===== src/rtl/cache_refill_ctrl_pkg.sv =====
// Shared cache geometry, refill FSM encoding and block address helper.
// Also used by the cache front end and hit path.
package cache_pkg;

  localparam int ADDR_W    = 15;
  localparam int INDEX_W   = 8;
  localparam int TAG_W     = ADDR_W - INDEX_W - 2;
  localparam int MEM_DEPTH = 32000;
  localparam int LINE_W    = 128;
  localparam int WORD_W    = 32;

  typedef enum logic [1:0] {
    IDLE = 2'd0,
    WAIT = 2'd1,
    FILL = 2'd2,
    ERR  = 2'd3
  } refill_state_t;

  // A block is four words, so its base simply clears the two offset bits.
  function automatic logic [ADDR_W-1:0] block_base(input logic [ADDR_W-1:0] addr);
    return {addr[ADDR_W-1:2], 2'b00};
  endfunction

endpackage


===== src/rtl/cache_refill_ctrl_if.sv =====
// Bundle of the miss request, memory block-read, cache write and response signals.
// The master side is the front end/memory environment; the slave side is the refill controller.
interface cache_refill_if;
  import cache_pkg::*;

  // Handshake: a request transfers on a rising edge where req_valid && req_ready;
  // req_ready is high only while the controller is idle, and there is no queueing.
  logic                req_valid;
  logic                req_ready;
  logic [ADDR_W-1:0]   req_addr;
  logic [ADDR_W-1:0]   mem_addr;
  logic [WORD_W-1:0]   mem_w3;
  logic [WORD_W-1:0]   mem_w2;
  logic [WORD_W-1:0]   mem_w1;
  logic [WORD_W-1:0]   mem_w0;
  logic                cache_we;
  logic [INDEX_W-1:0]  cache_index;
  logic [TAG_W-1:0]    cache_tag;
  logic [LINE_W-1:0]   cache_line;
  logic                resp_valid;
  logic [WORD_W-1:0]   resp_data;
  logic                resp_err;
  logic [15:0]         refill_cnt;

  modport master (
    output req_valid, req_addr, mem_w3, mem_w2, mem_w1, mem_w0,
    input  req_ready, mem_addr, cache_we, cache_index, cache_tag, cache_line,
           resp_valid, resp_data, resp_err, refill_cnt
  );

  modport slave (
    input  req_valid, req_addr, mem_w3, mem_w2, mem_w1, mem_w0,
    output req_ready, mem_addr, cache_we, cache_index, cache_tag, cache_line,
           resp_valid, resp_data, resp_err, refill_cnt
  );

endinterface


===== src/rtl/cache_refill_ctrl_line_word_sel.sv =====
// Combinational 4:1 word select from a cache line by block offset.
module line_word_sel
  import cache_pkg::*;
(
  input  logic [LINE_W-1:0] line,
  input  logic [1:0]        offset,
  output logic [WORD_W-1:0] word
);

  always_comb begin
    word = '0;
    case (offset)
      2'd0: word = line[31:0];
      2'd1: word = line[63:32];
      2'd2: word = line[95:64];
      2'd3: word = line[127:96];
      default: word = '0;
    endcase
  end

endmodule


===== src/rtl/cache_refill_ctrl.sv =====
// Miss-side refill initiator: fetches a 4-word block after a fixed memory latency,
// writes it into the cache arrays and returns the requested word with a one-cycle pulse.
module cache_refill_ctrl
  import cache_pkg::*;
#(
  parameter int MEM_LAT = 4
) (
  input  logic          clk,
  input  logic          rst_n,
  cache_refill_if.slave bus,
  output refill_state_t dbg_state
);

  refill_state_t     state_q, state_d;
  logic [ADDR_W-1:0] addr_q;
  logic [LINE_W-1:0] line_q;
  logic [3:0]        wcnt_q;
  logic [15:0]       cnt_q;
  logic              out_of_range;
  logic [WORD_W-1:0] sel_word;

  // The whole block must fit: its last word is base + 3.
  assign out_of_range = (32'(block_base(bus.req_addr)) + 32'd3) >= 32'(MEM_DEPTH);

  always_ff @(posedge clk or negedge rst_n) begin
    if (!rst_n) state_q <= IDLE;
    else        state_q <= state_d;
  end

  always_comb begin
    state_d = state_q;
    case (state_q)
      IDLE: if (bus.req_valid) state_d = out_of_range ? ERR : WAIT;
      WAIT: if (wcnt_q == 4'd0) state_d = FILL;
      FILL: state_d = IDLE;
      ERR:  state_d = IDLE;
      default: state_d = IDLE;
    endcase
  end

  always_ff @(posedge clk or negedge rst_n) begin
    if (!rst_n) begin
      addr_q <= '0;
      line_q <= '0;
      wcnt_q <= '0;
      cnt_q  <= '0;
    end else begin
      case (state_q)
        IDLE: if (bus.req_valid) begin
          addr_q <= bus.req_addr;
          if (!out_of_range) wcnt_q <= 4'(MEM_LAT - 1);
        end
        WAIT: begin
          // Memory words are only trusted on the final wait edge.
          if (wcnt_q == 4'd0) line_q <= {bus.mem_w3, bus.mem_w2, bus.mem_w1, bus.mem_w0};
          else                wcnt_q <= wcnt_q - 4'd1;
        end
        FILL: if (cnt_q != 16'hFFFF) cnt_q <= cnt_q + 16'd1;
        default: ;
      endcase
    end
  end

  line_word_sel u_word_sel (
    .line   (line_q),
    .offset (addr_q[1:0]),
    .word   (sel_word)
  );

  always_comb begin
    bus.req_ready   = (state_q == IDLE);
    bus.mem_addr    = block_base(addr_q);
    bus.cache_index = addr_q[INDEX_W+1:2];
    bus.cache_tag   = addr_q[ADDR_W-1:INDEX_W+2];
    bus.cache_line  = line_q;
    bus.cache_we    = (state_q == FILL);
    bus.resp_valid  = (state_q == FILL) || (state_q == ERR);
    bus.resp_err    = (state_q == ERR);
    bus.resp_data   = (state_q == FILL) ? sel_word : '0;
    bus.refill_cnt  = cnt_q;
    dbg_state       = state_q;
  end

endmodule


===== src/flat_wrapper.sv =====
// flat-port wrapper written by rule: the top's interface ports become plain ports
module cache_refill_ctrl_flat import cache_pkg::*;
#(
  parameter int MEM_LAT = 4
)
  (clk, rst_n, dbg_state, bus_req_valid, bus_req_addr, bus_mem_w3, bus_mem_w2, bus_mem_w1, bus_mem_w0, bus_req_ready, bus_mem_addr, bus_cache_we, bus_cache_index, bus_cache_tag, bus_cache_line, bus_resp_valid, bus_resp_data, bus_resp_err, bus_refill_cnt);
  cache_refill_if bus_i ();
  input  logic clk;
  input  logic rst_n;
  output refill_state_t dbg_state;
  input wire logic [$bits(bus_i.req_valid)-1:0] bus_req_valid;
  input wire logic [$bits(bus_i.req_addr)-1:0] bus_req_addr;
  input wire logic [$bits(bus_i.mem_w3)-1:0] bus_mem_w3;
  input wire logic [$bits(bus_i.mem_w2)-1:0] bus_mem_w2;
  input wire logic [$bits(bus_i.mem_w1)-1:0] bus_mem_w1;
  input wire logic [$bits(bus_i.mem_w0)-1:0] bus_mem_w0;
  output wire logic [$bits(bus_i.req_ready)-1:0] bus_req_ready;
  output wire logic [$bits(bus_i.mem_addr)-1:0] bus_mem_addr;
  output wire logic [$bits(bus_i.cache_we)-1:0] bus_cache_we;
  output wire logic [$bits(bus_i.cache_index)-1:0] bus_cache_index;
  output wire logic [$bits(bus_i.cache_tag)-1:0] bus_cache_tag;
  output wire logic [$bits(bus_i.cache_line)-1:0] bus_cache_line;
  output wire logic [$bits(bus_i.resp_valid)-1:0] bus_resp_valid;
  output wire logic [$bits(bus_i.resp_data)-1:0] bus_resp_data;
  output wire logic [$bits(bus_i.resp_err)-1:0] bus_resp_err;
  output wire logic [$bits(bus_i.refill_cnt)-1:0] bus_refill_cnt;
  assign bus_i.req_valid = bus_req_valid;
  assign bus_i.req_addr = bus_req_addr;
  assign bus_i.mem_w3 = bus_mem_w3;
  assign bus_i.mem_w2 = bus_mem_w2;
  assign bus_i.mem_w1 = bus_mem_w1;
  assign bus_i.mem_w0 = bus_mem_w0;
  assign bus_req_ready = bus_i.req_ready;
  assign bus_mem_addr = bus_i.mem_addr;
  assign bus_cache_we = bus_i.cache_we;
  assign bus_cache_index = bus_i.cache_index;
  assign bus_cache_tag = bus_i.cache_tag;
  assign bus_cache_line = bus_i.cache_line;
  assign bus_resp_valid = bus_i.resp_valid;
  assign bus_resp_data = bus_i.resp_data;
  assign bus_resp_err = bus_i.resp_err;
  assign bus_refill_cnt = bus_i.refill_cnt;
  cache_refill_ctrl #(.MEM_LAT(MEM_LAT)) u_core (.clk(clk), .rst_n(rst_n), .bus(bus_i), .dbg_state(dbg_state));
endmodule

===== config.mk =====
export PLATFORM = sky130hd
export DESIGN_NAME = cache_refill_ctrl_flat
export DESIGN_NICKNAME = d
export VERILOG_FILES = /design/src/rtl/cache_refill_ctrl_pkg.sv /design/src/rtl/cache_refill_ctrl_if.sv /design/src/rtl/cache_refill_ctrl_line_word_sel.sv /design/src/rtl/cache_refill_ctrl.sv /design/src/flat_wrapper.sv
export SDC_FILE = /design/constraint.sdc
export NUM_CORES = 1
export LEC_CHECK = 0
export ABC_CLOCK_PERIOD_IN_PS = 2700
export CAP_MARGIN = 20
export CORE_MARGIN = 4
export CORE_UTILIZATION = 42
export CTS_CLUSTER_DIAMETER = 50
export CTS_CLUSTER_SIZE = 20
export DETAILED_ROUTE_END_ITERATION = 8
export GPL_TIMING_DRIVEN = 0
export PLACE_DENSITY = 0.81
export SLEW_MARGIN = 20
export SYNTH_ARGS = -nofsm -noshare
export SYNTH_HDL_FRONTEND = slang
export SYNTH_SLANG_ARGS = --single-unit

===== constraint.sdc =====
create_clock -name clk -period 2.7 [get_ports clk]
set_clock_uncertainty 0.1 [all_clocks]
set_input_delay 0.54 -clock clk [delete_from_list [all_inputs] [get_ports clk]]
set_output_delay 0.54 -clock clk [all_outputs]
set_load 0.05 [all_outputs]

Word-level counts from Yosys, hierarchy flattened
Cells that the tools add are included.
{"block": "totals", "regBits": 165, "input_bits": 146, "output_inout_bits": 210}
{"block": "op_classes", "addsub": 3, "magnitude_cmp": 1, "n_eq_ne": 11, "n_mux": 10, "n_reduce_logical": 11}
{"op": "32-bit case mux with 4 select lines", "n": 1}
{"op": "32-bit by 15-bit >= comparator with 1-bit output (second input constant)", "n": 1}
{"op": "32-bit 2-to-1 mux", "n": 1}
{"op": "15-bit by 2-bit adder with 16-bit output (second input constant)", "n": 1}
{"op": "16-bit by 1-bit adder with 16-bit output (second input constant)", "n": 1}
{"op": "16-bit != test (second input constant)", "n": 1}
{"op": "4-bit 2-to-1 mux", "n": 3}
{"op": "2-bit equality test (second input constant)", "n": 4}
{"op": "4-bit case mux with 2 select lines", "n": 1}
{"op": "2-bit AND reduction", "n": 4}
{"op": "2-bit 2-to-1 mux", "n": 3}
{"op": "2-bit != test (second input constant)", "n": 3}
{"op": "2-bit case mux with 3 select lines", "n": 1}
{"op": "2-bit by 1-bit equality test with 1-bit output (second input constant)", "n": 2}
{"op": "2-bit logical NOT", "n": 2}
{"op": "4-bit logical NOT", "n": 1}
{"op": "4-bit AND reduction", "n": 1}
{"op": "4-bit by 1-bit subtractor with 4-bit output (second input constant)", "n": 1}
{"op": "2-bit by 1-bit != test with 1-bit output (second input constant)", "n": 1}
{"op": "2-bit nonzero test", "n": 1}
{"op": "2-bit OR reduction", "n": 1}
{"op": "1-bit logical OR", "n": 1}

Logic depth before layout (Yosys ltp)
Gate-level depths: netlist of run 1.
{"block": "logic_depth", "depth_word": 5, "ltp_mapped": 7, "depth_no_buf": 6}

By module
Synthesis of run 1 repeated with hierarchy kept, for this count alone.
{"block": "hier_totals", "cells_unflattened": 516, "area_unflattened_um2": 7721.2}
{"mod": "cache_refill_ctrl", "n_inst": 1, "cells_each": 477, "area_each_um2": 6906.6}
{"mod": "line_word_sel", "n_inst": 1, "cells_each": 39, "area_each_um2": 814.5}

Worst setup path after synthesis of run 1
OpenSTA, ideal clock, no wires.
{"block": "synth_path", "kind": "register to output", "startpoint": "reg u_core.state_q[0], in the netlist u_core.dbg_state[0]", "endpoint": "out bus_resp_data[22]", "arrival_ns": 2.229, "setup_slack_ns": -0.169, "path_stages_with_launch": 6, "n_path_buf": 2, "cell_sequence": "dfrtp_1 -> nand2b_1 -> buf_2 -> inv_2 -> clkbuf_1 -> and2_1"}
{"block": "synth_via", "elab_chain_cells": 2}
{"item": "start, declared", "line_no": "cache_refill_ctrl.sv:14", "source": "refill_state_t state_q, state_d;"}
{"item": "start signal, assigned", "line_no": "cache_refill_ctrl.sv:27", "source": "else state_q <= state_d;"}
{"item": "2-bit equality test"}
{"item": "via bus_cache_we", "line_no": "flat_wrapper.sv:19", "source": "output wire logic [$bits(bus_i.cache_we)-1:0] bus_cache_we;"}
{"item": "32-bit 2-to-1 mux", "line_no": "cache_refill_ctrl.sv:79", "source": "bus.resp_data = (state_q == FILL) ? sel_word : '0;"}
{"item": "end, declared", "line_no": "flat_wrapper.sv:24", "source": "output wire logic [$bits(bus_i.resp_data)-1:0] bus_resp_data;"}
The timed path passes the listed nets, and every way through them passes these cells.

Worst setup path after layout of run 1
{"block": "layout_path", "startpoint": "reg u_core.addr_q[0]", "endpoint": "out bus_resp_data[14]"}
{"block": "layout_via", "elab_chain_cells": 3}
{"item": "start, declared", "line_no": "cache_refill_ctrl.sv:15", "source": "logic [ADDR_W-1:0] addr_q;"}
{"item": "start signal, assigned", "line_no": "cache_refill_ctrl.sv:50", "source": "addr_q <= bus.req_addr;"}
{"item": "2-bit equality test, or another cell as far along", "line_no": "cache_refill_ctrl_line_word_sel.sv:12", "source": "case (offset)"}
{"item": "32-bit case mux with 4 select lines (*)", "line_no": "cache_refill_ctrl_line_word_sel.sv:12"}
{"item": "32-bit 2-to-1 mux (*)", "line_no": "cache_refill_ctrl.sv:79"}
Mark *: on every way between the ends. The rest lies on a longest branch, timed or not.

==> results.json, run 1 <==
{
  "place_area_mm2": 0.0115,
  "netSwitchingFraction_pct": 46.7,
  "num-nets-final": 1037,
  "synth_fa_ha_area_share_pct": 0.326,
  "final_hold_viol_count": 17,
  "cts_setup_buffers": 0,
  "synth-simple-area-share_pct": 6.62,
  "power.internal_mw": 9.88,
  "fin_cells": 1131,
  "yosys_warnings": 0,
  "synth_top_family_by_area": "multiplexers",
  "rows": 49,
  "power_leakage_nw": 5.15,
  "via_per_inst": 5.06,
  "synth_edf_count": 0,
  "peakVddDrop_v": 0.000931,
  "reg2reg_from": "u_core.wcnt_q[0]$_DFFE_PN0P_",
  "clkTransAtPathRegs_ns": 0.07,
  "yosysSeqAreaShare_pct": 53.7,
  "synthArstFlopShare_pct": 100,
  "grt_util_all_layers_pct": 23.2,
  "required_ns": 2.06,
  "ys_types": 45,
  "drc": 0,
  "arrival_ns": 1.99,
  "r2r_slack_ns": 0.68,
  "die_x_um": 143,
  "power_frac_comb_pct": 61.4,
  "timing.hold.ws_ns": -0.00932,
  "initial_core_util_pct": 42.8,
  "synthTopCellsByArea": "dfrtp_1 54%, mux2_2 21%, mux4_2 9.4%",
  "timing.fmax_mhz": 380,
  "place_inst": 1100,
  "critPathLaunchType": "flip-flop",
  "place_ws_ns": -0.557,
  "yosysMostFrequentCell": "dfrtp_1",
  "fin_area_mm2": 0.0122,
  "yosysTopAreaCell": "dfrtp_1",
  "maxSlewViolCount": 0,
  "r2r-end": "u_core.bus.cache_line[93]$_DFFE_PN0P_",
  "area_growth_pct": 58.2,
  "switching_power_mw": 8.67,
  "synth-seq-cells": 165,
  "cts_buffer_depth": 2,
  "critPathBufInv": 3,
  "cts-root-buf": "clkbuf_16",
  "wirelength_mm": 24.0,
  "drive_above_1_share_pct": 34.0,
  "die-height_um": 143,
  "muxShareOfSynthArea_pct": 30.6,
  "critPathCaptureType": "output pin",
  "place_congestion": 0.805,
  "ys_top_cells_by_count": "165 x dfrtp_1, 143 x mux2_2, 35 x and2_1",
  "crit_type": "flip-flop to output pin",
  "syn_inst": 516,
  "post_drt_wl_per_cell_um": 21.2,
  "synth-compound-area-share_pct": 1.42,
  "synth_top_area_share_pct": 53.7,
  "hold_buffers": 0,
  "synth_area_per_cell_um2": 14.9,
  "diodes": 0,
  "worstPathMaxFanout": 10,
  "yosys.area_share.xor_xnor_pct": 1.48,
  "holdCritPathClass": "primary input to asynchronous set/reset pin",
  "cap_violations": 0,
  "grt_pass1_vias": 6185,
  "die-area_mm2": 0.0205,
  "vias": 5721,
  "numPortBuffers": 353,
  "utilization_pct": 67.7,
  "drt_iter0_markers": 175,
  "cts_num_sinks": 165,
  "synth-main-ff-cell": "dfrtp_1",
  "core_mm2": 0.0180,
  "syn_area_mm2": 0.00769,
  "rr_worst_depth": 7,
  "min_period_over_period_pct": 97.5,
  "p_clk_share_pct": 13.4,
  "path_delay_family": "buffers and inverters",
  "period_minus_slack_ns": 2.63,
  "fill_cells": 1379,
  "grt_remaining_overflow": 0,
  "outcome": "finished with violations",
  "cp_slowest_cell": "mux4_2",
  "ant_nets": 0,
  "crit_cells": 5,
  "grt_max_degree": 86,
  "crit_chain": "buf_8 > buf_12 > mux4_2 > and2_1 > clkbuf_4",
  "dp_hpwl_mm": 18.1,
  "cts_tree": "built",
  "cts_inserted_buffers": 17,
  "slew_headroom_pct": 58.6,
  "startpoint": "u_core.addr_q[0]$_DFFE_PN0P_",
  "power_frac_seq_pct": 25.2,
  "violations": "negative hold slack",
  "ioPinCount": 356,
  "critPathCapture": "bus_resp_data[14]",
  "setup_viol": 0,
  "p_per_area_mw_per_mm2": 1530,
  "grt_pass1_wl_mm": 35.7,
  "worstSkewPairLatency_ns": 0.42,
  "tightest_slew_ns": 0.620,
  "setup_slack_ns": 0.0679,
  "htreeDepth": 4,
  "detail_route.first_pass.iterations": 4,
  "antenna_found_initial": 0,
  "cp_slowest_stage_delay_ns": 0.50
}
[sequential cells by signal (all words and copies together) (netlist names)]
signal and count:
u_core.bus.refill_cnt 16, u_core.wcnt_q 4, u_core.dbg_state 2, u_core.addr_q 15, u_core.bus.cache_line 128
[layout by cell type (no fill, tap or decap), types with 5 or more instances in the layout]
| cell type | n |
|---|---|
| inv_1 | 5 |
| xor2_1 | 7 |
| xnor2_1 | 6 |
| o21ai_0 | 5 |
| nor2_1 | 8 |
| dfrtp_1 | 163 |
| buf_2 | 6 |
| mux2_2 | 143 |
| buf_6 | 13 |
| clkdlybuf4s50_1 | 319 |
| and2_1 | 35 |
| mux4_2 | 32 |
| clkbuf_4 | 11 |
| buf_4 | 51 |
| clkbuf_16 | 17 |
| nand2_1 | 5 |
| nand3_1 | 5 |
[timing repair]
item | 4_1_cts | 5_1_grt
cloned | 0 | 0
pin swaps | 0 | 0
endpoints found under the setup margin | 33 | 29
gates resized for setup | 196 | 33
[metrics by stage]
stage	power, mW	TNS (ns)
floorplan	12.2	0
global placement	15.9	-998.32
detailed placement	16.0	-14.54
CTS	18.7	0
global route	19.3	-0.00592
finish	18.6	0
[how the worst min path moves through the flow]
stage,from,end,slack (ns)
2_1_floorplan,rst_n,u_core.addr_q[0]$_DFFE_PN0P_,0.14
3_3_place_gp,u_core.wcnt_q[0]$_DFFE_PN0P_,u_core.wcnt_q[0]$_DFFE_PN0P_,0.40
3_5_place_dp,u_core.bus.refill_cnt[10]$_DFFE_PN0P_,u_core.bus.refill_cnt[10]$_DFFE_PN0P_,0.41
4_1_cts,rst_n,u_core.bus.cache_line[86]$_DFFE_PN0P_,0.01
5_1_grt,rst_n,u_core.bus.cache_line[86]$_DFFE_PN0P_,0.03
6_report,rst_n,u_core.bus.cache_line[86]$_DFFE_PN0P_,-0.009
[metal layers]
metal | track usage (%) | part of all wire, % | vias to the layer above | wire length (um)
met1 | 26.8 | 38 | 2859 | 9040
met4 | 7.28 | 2.2 | 0 | 524
li1 | - | - | 2578 | -
met3 | 8.05 | 8.8 | 36 | 2100
met2 | 40.6 | 51 | 248 | 12300
met5 | 0 | 0 | - | 0
[worst reg2reg max path, cell delays in order (launching register included)]
cell and delay, ns:
dfrtp_1 0.40, inv_1 0.06, ha_1 0.17, nor3b_2 0.31, nand2_1 0.17, buf_4 0.23
buf_6 0.17, mux2_2 0.29
[cells by family after synthesis]
kind of cell	count (synthesis)
xor gates and xnor gates	13
other	1
muxes	177
DFF	165
adders and majority gates	2
and+or+nand+nor	80
AOI/OAI and AO/OA	15
buffers and inverters	63
[power by group through the flow]
stage	logic, mW	clock network [mW]	registers, mW
after floorplan	4.17	0	8.01
after global placement	11.3	0	4.62
after detailed placement	11.4	0	4.67
after CTS	11.5	2.54	4.67
after global routing	11.8	2.65	4.84
final	11.4	2.49	4.68
[cell type report]
cell class / instances / area, um2 / share of cell area [%]
sequential: 165 / 4130 / 34.0
timing repair buffer: 354 / 3490 / 28.7
multi-input combinational: 289 / 3120 / 25.7
buffer: 56 / 500 / 4.12
clock buffer: 22 / 484 / 3.98
tap: 229 / 287 / 2.36
clock inverter: 10 / 121 / 0.998
inverter: 6 / 25.0 / 0.206
No activity file was read; power rests on OpenSTA's default activity.
==> inputs of run 2 (changes only) <==
CORE_UTILIZATION = 43   (was 42)
CTS_BUF_LIST = sky130_fd_sc_hd__clkbuf_4 sky130_fd_sc_hd__clkbuf_8   (was unset)
PLACE_DENSITY = 0.83   (was 0.81)
SYNTH_HIERARCHICAL = 1   (was unset)
==> run 2 against run 1 <==
Against the previous run: the flow still finishes with violations (negative hold slack); worst setup slack improved by 0.0063 ns; die area shrank 1.8%; maximum frequency is 0.24% higher; non-clock buffer count fell by 1; count of clock-buffer cells in the layout down 3; total power decreased by 2.0%; routed wire length rose by 0.46%; critical path depth stayed put; sequential cell count unchanged; combinational power barely moved; synthesized cell count is the same; cell area down 1.1%; critical path type unchanged; highest routed layer unchanged.
==> results.json, run 2 <==
{
  "outcome": "finished with violations",
  "violations": "negative hold slack",
  "vias": 5767,
  "synth_area_per_cell_um2": 15.0,
  "rows": 48,
  "critPathCaptureType": "output pin",
  "numPortBuffers": 353,
  "yosysSeqAreaShare_pct": 53.5,
  "synth-simple-area-share_pct": 6.47,
  "detail_route.first_pass.iterations": 4,
  "initial_core_util_pct": 44.2,
  "rr_worst_depth": 7,
  "cts_buffer_depth": 2,
  "yosysMostFrequentCell": "dfrtp_1",
  "synthTopCellsByArea": "dfrtp_1 53%, mux2_2 21%, mux4_2 8.8%",
  "cts-root-buf": "clkbuf_8",
  "die_x_um": 142,
  "grt_util_all_layers_pct": 23.8,
  "fin_cells": 1128,
  "timing.fmax_mhz": 381,
  "timing.hold.ws_ns": -0.00170,
  "cts_num_sinks": 165,
  "syn_area_mm2": 0.00772,
  "setup_viol": 0,
  "htreeDepth": 4,
  "fin_area_mm2": 0.0120,
  "ioPinCount": 356,
  "place_ws_ns": -0.482,
  "die-height_um": 142,
  "grt_pass1_wl_mm": 36.6,
  "period_minus_slack_ns": 2.63,
  "min_period_over_period_pct": 97.3,
  "p_per_area_mw_per_mm2": 1510,
  "crit_type": "flip-flop to output pin",
  "synthArstFlopShare_pct": 100,
  "tightest_slew_ns": 0.671,
  "fin_setup_tns_ns": 0,
  "power_leakage_nw": 5.15,
  "ys_types": 44,
  "post_drt_wl_per_cell_um": 21.3,
  "worstPathMaxFanout": 10,
  "clkTransAtPathRegs_ns": 0.08,
  "synth_fa_ha_area_share_pct": 0.324,
  "num-nets-final": 1038,
  "fill_cells": 1254,
  "worstSkewPairLatency_ns": 0.45,
  "cap_violations": 0,
  "antenna_found_initial": 0,
  "yosysTopAreaCell": "dfrtp_1",
  "synth-main-ff-cell": "dfrtp_1",
  "maxSlewViolCount": 0,
  "synth-compound-area-share_pct": 1.49,
  "holdCritPathClass": "primary input to asynchronous set/reset pin",
  "yosys_warnings": 6,
  "synth-seq-cells": 165,
  "setup_slack_ns": 0.0742,
  "syn_inst": 516,
  "grt_pass1_vias": 6223,
  "die-area_mm2": 0.0202,
  "largest_reg_flops": 128,
  "ys_top_cells_by_count": "165 x dfrtp_1, 145 x mux2_2, 34 x and2_1",
  "muxShareOfSynthArea_pct": 30.8,
  "slew_headroom_pct": 55.2,
  "final_common_cell": "clkdlybuf4s50_1",
  "ant_nets": 0,
  "critPathLaunchType": "flip-flop",
  "cts_inserted_buffers": 17,
  "core_mm2": 0.0175,
  "peakVddDrop_v": 0.00114,
  "area_growth_pct": 55.8,
  "place_inst": 1096,
  "drt_iter0_markers": 158,
  "diodes": 0,
  "dp_hpwl_mm": 18.3,
  "place_congestion": 0.819,
  "grt_max_degree": 88,
  "synth_top_family_by_area": "multiplexers",
  "rsz0062_at_grt": "yes",
  "yosys.area_share.xor_xnor_pct": 1.13,
  "hold_buffers": 0,
  "cts_tree": "built",
  "place_area_mm2": 0.0116,
  "drive_above_1_share_pct": 33.7,
  "required_ns": 2.06,
  "final_hold_viol_count": 5,
  "wirelength_mm": 24.1,
  "drc": 0,
  "final_cell_mix": "317 x clkdlybuf4s50_1, 165 x dfrtp_1, 145 x mux2_2",
  "via_per_inst": 5.11,
  "synth_top_area_share_pct": 53.5,
  "grt_remaining_overflow": 0,
  "arrival_ns": 1.99,
  "synth_edf_count": 0
}
-- run 2: per-layer routing --
layer | up-vias | global-route usage, % | part of all wire [%]
met1 | 2898 | 27.6 | 37
met2 | 250 | 42.3 | 53
met5 | - | 0 | 0
met4 | 0 | 6.21 | 1.8
met3 | 28 | 7.93 | 8.1
li1 | 2591 | - | -
-- run 2: path summary, 6_finish.rpt --
path	from	to	slack, ns
setup / recovery	u_core/addr_q[0]$_DFFE_PN0P_	bus_resp_data[21]	0.07
hold / removal	rst_n	u_core/bus.cache_line[56]$_DFFE_PN0P_	-0.002
setup reg to reg	u_core/wcnt_q[0]$_DFFE_PN0P_	u_core/bus.cache_line[88]$_DFFE_PN0P_	0.65
hold reg to reg	u_core/wcnt_q[0]$_DFFE_PN0P_	u_core/wcnt_q[0]$_DFFE_PN0P_	0.42
max in group asynchronous	rst_n	u_core/addr_q[5]$_DFFE_PN0P_	1.70
min in group clk	u_core/wcnt_q[0]$_DFFE_PN0P_	u_core/wcnt_q[0]$_DFFE_PN0P_	0.42
-- run 2: area by class of cell --
cell class / instances / area, um2 / area share (%)
Tap cell: 225 / 282 / 2.34
Clock buffer: 19 / 249 / 2.07
Buffer: 55 / 482 / 4.00
Multi-Input combinational cell: 291 / 3120 / 25.9
Inverter: 6 / 27.5 / 0.229
Clock inverter: 13 / 226 / 1.88
Timing Repair Buffer: 354 / 3520 / 29.2
Sequential cell: 165 / 4130 / 34.3
-- run 2: metrics by stage --
stage	total power, mW	util [%]	hold slack [ns]
CTS	18.3	68.4	0.0139
finish	18.2	68.8	-0.00170
floorplan	12.3	-	0.144
global route	19.0	68.8	0.00674
detailed placement	16.2	66.2	0.404
global placement	16.0	66.0	0.403
-- run 2: where the power goes --
part	switching [mW]	internal [mW]	total [mW]
Clock	0.909	1.22	2.13
Sequential	1.01	3.66	4.67
Combinational	6.64	4.75	11.4
Total	8.56	9.62	18.2
-- run 2: what timing repair did --
| item | CTS | global route |
|---|---|---|
| gates resized for setup | 197 | 23 |
| setup endpoints to repair | 33 | 34 |
| buffers inserted | 0 | 0 |
-- run 2: logic make-up (layout without fill, tap and decap cells) --
family / Yosys count / count (layout)
multiplexers: 178 / 178
flip-flops: 165 / 165
AND/OR/NAND/NOR: 82 / 82
buffers and inverters: 61 / 447
AO/OA/AOI/OAI: 17 / 17
XOR/XNOR: 10 / 10
adder cells (fa/ha/maj): 2 / 2
other: 1 / 2
-- run 2: critical path, stage by stage (launching register included) --
cell and delay [ns]:
dfrtp_1 0.37, buf_6 0.16, buf_12 0.17, mux4_2 0.51, and2_1 0.17, buf_6 0.15
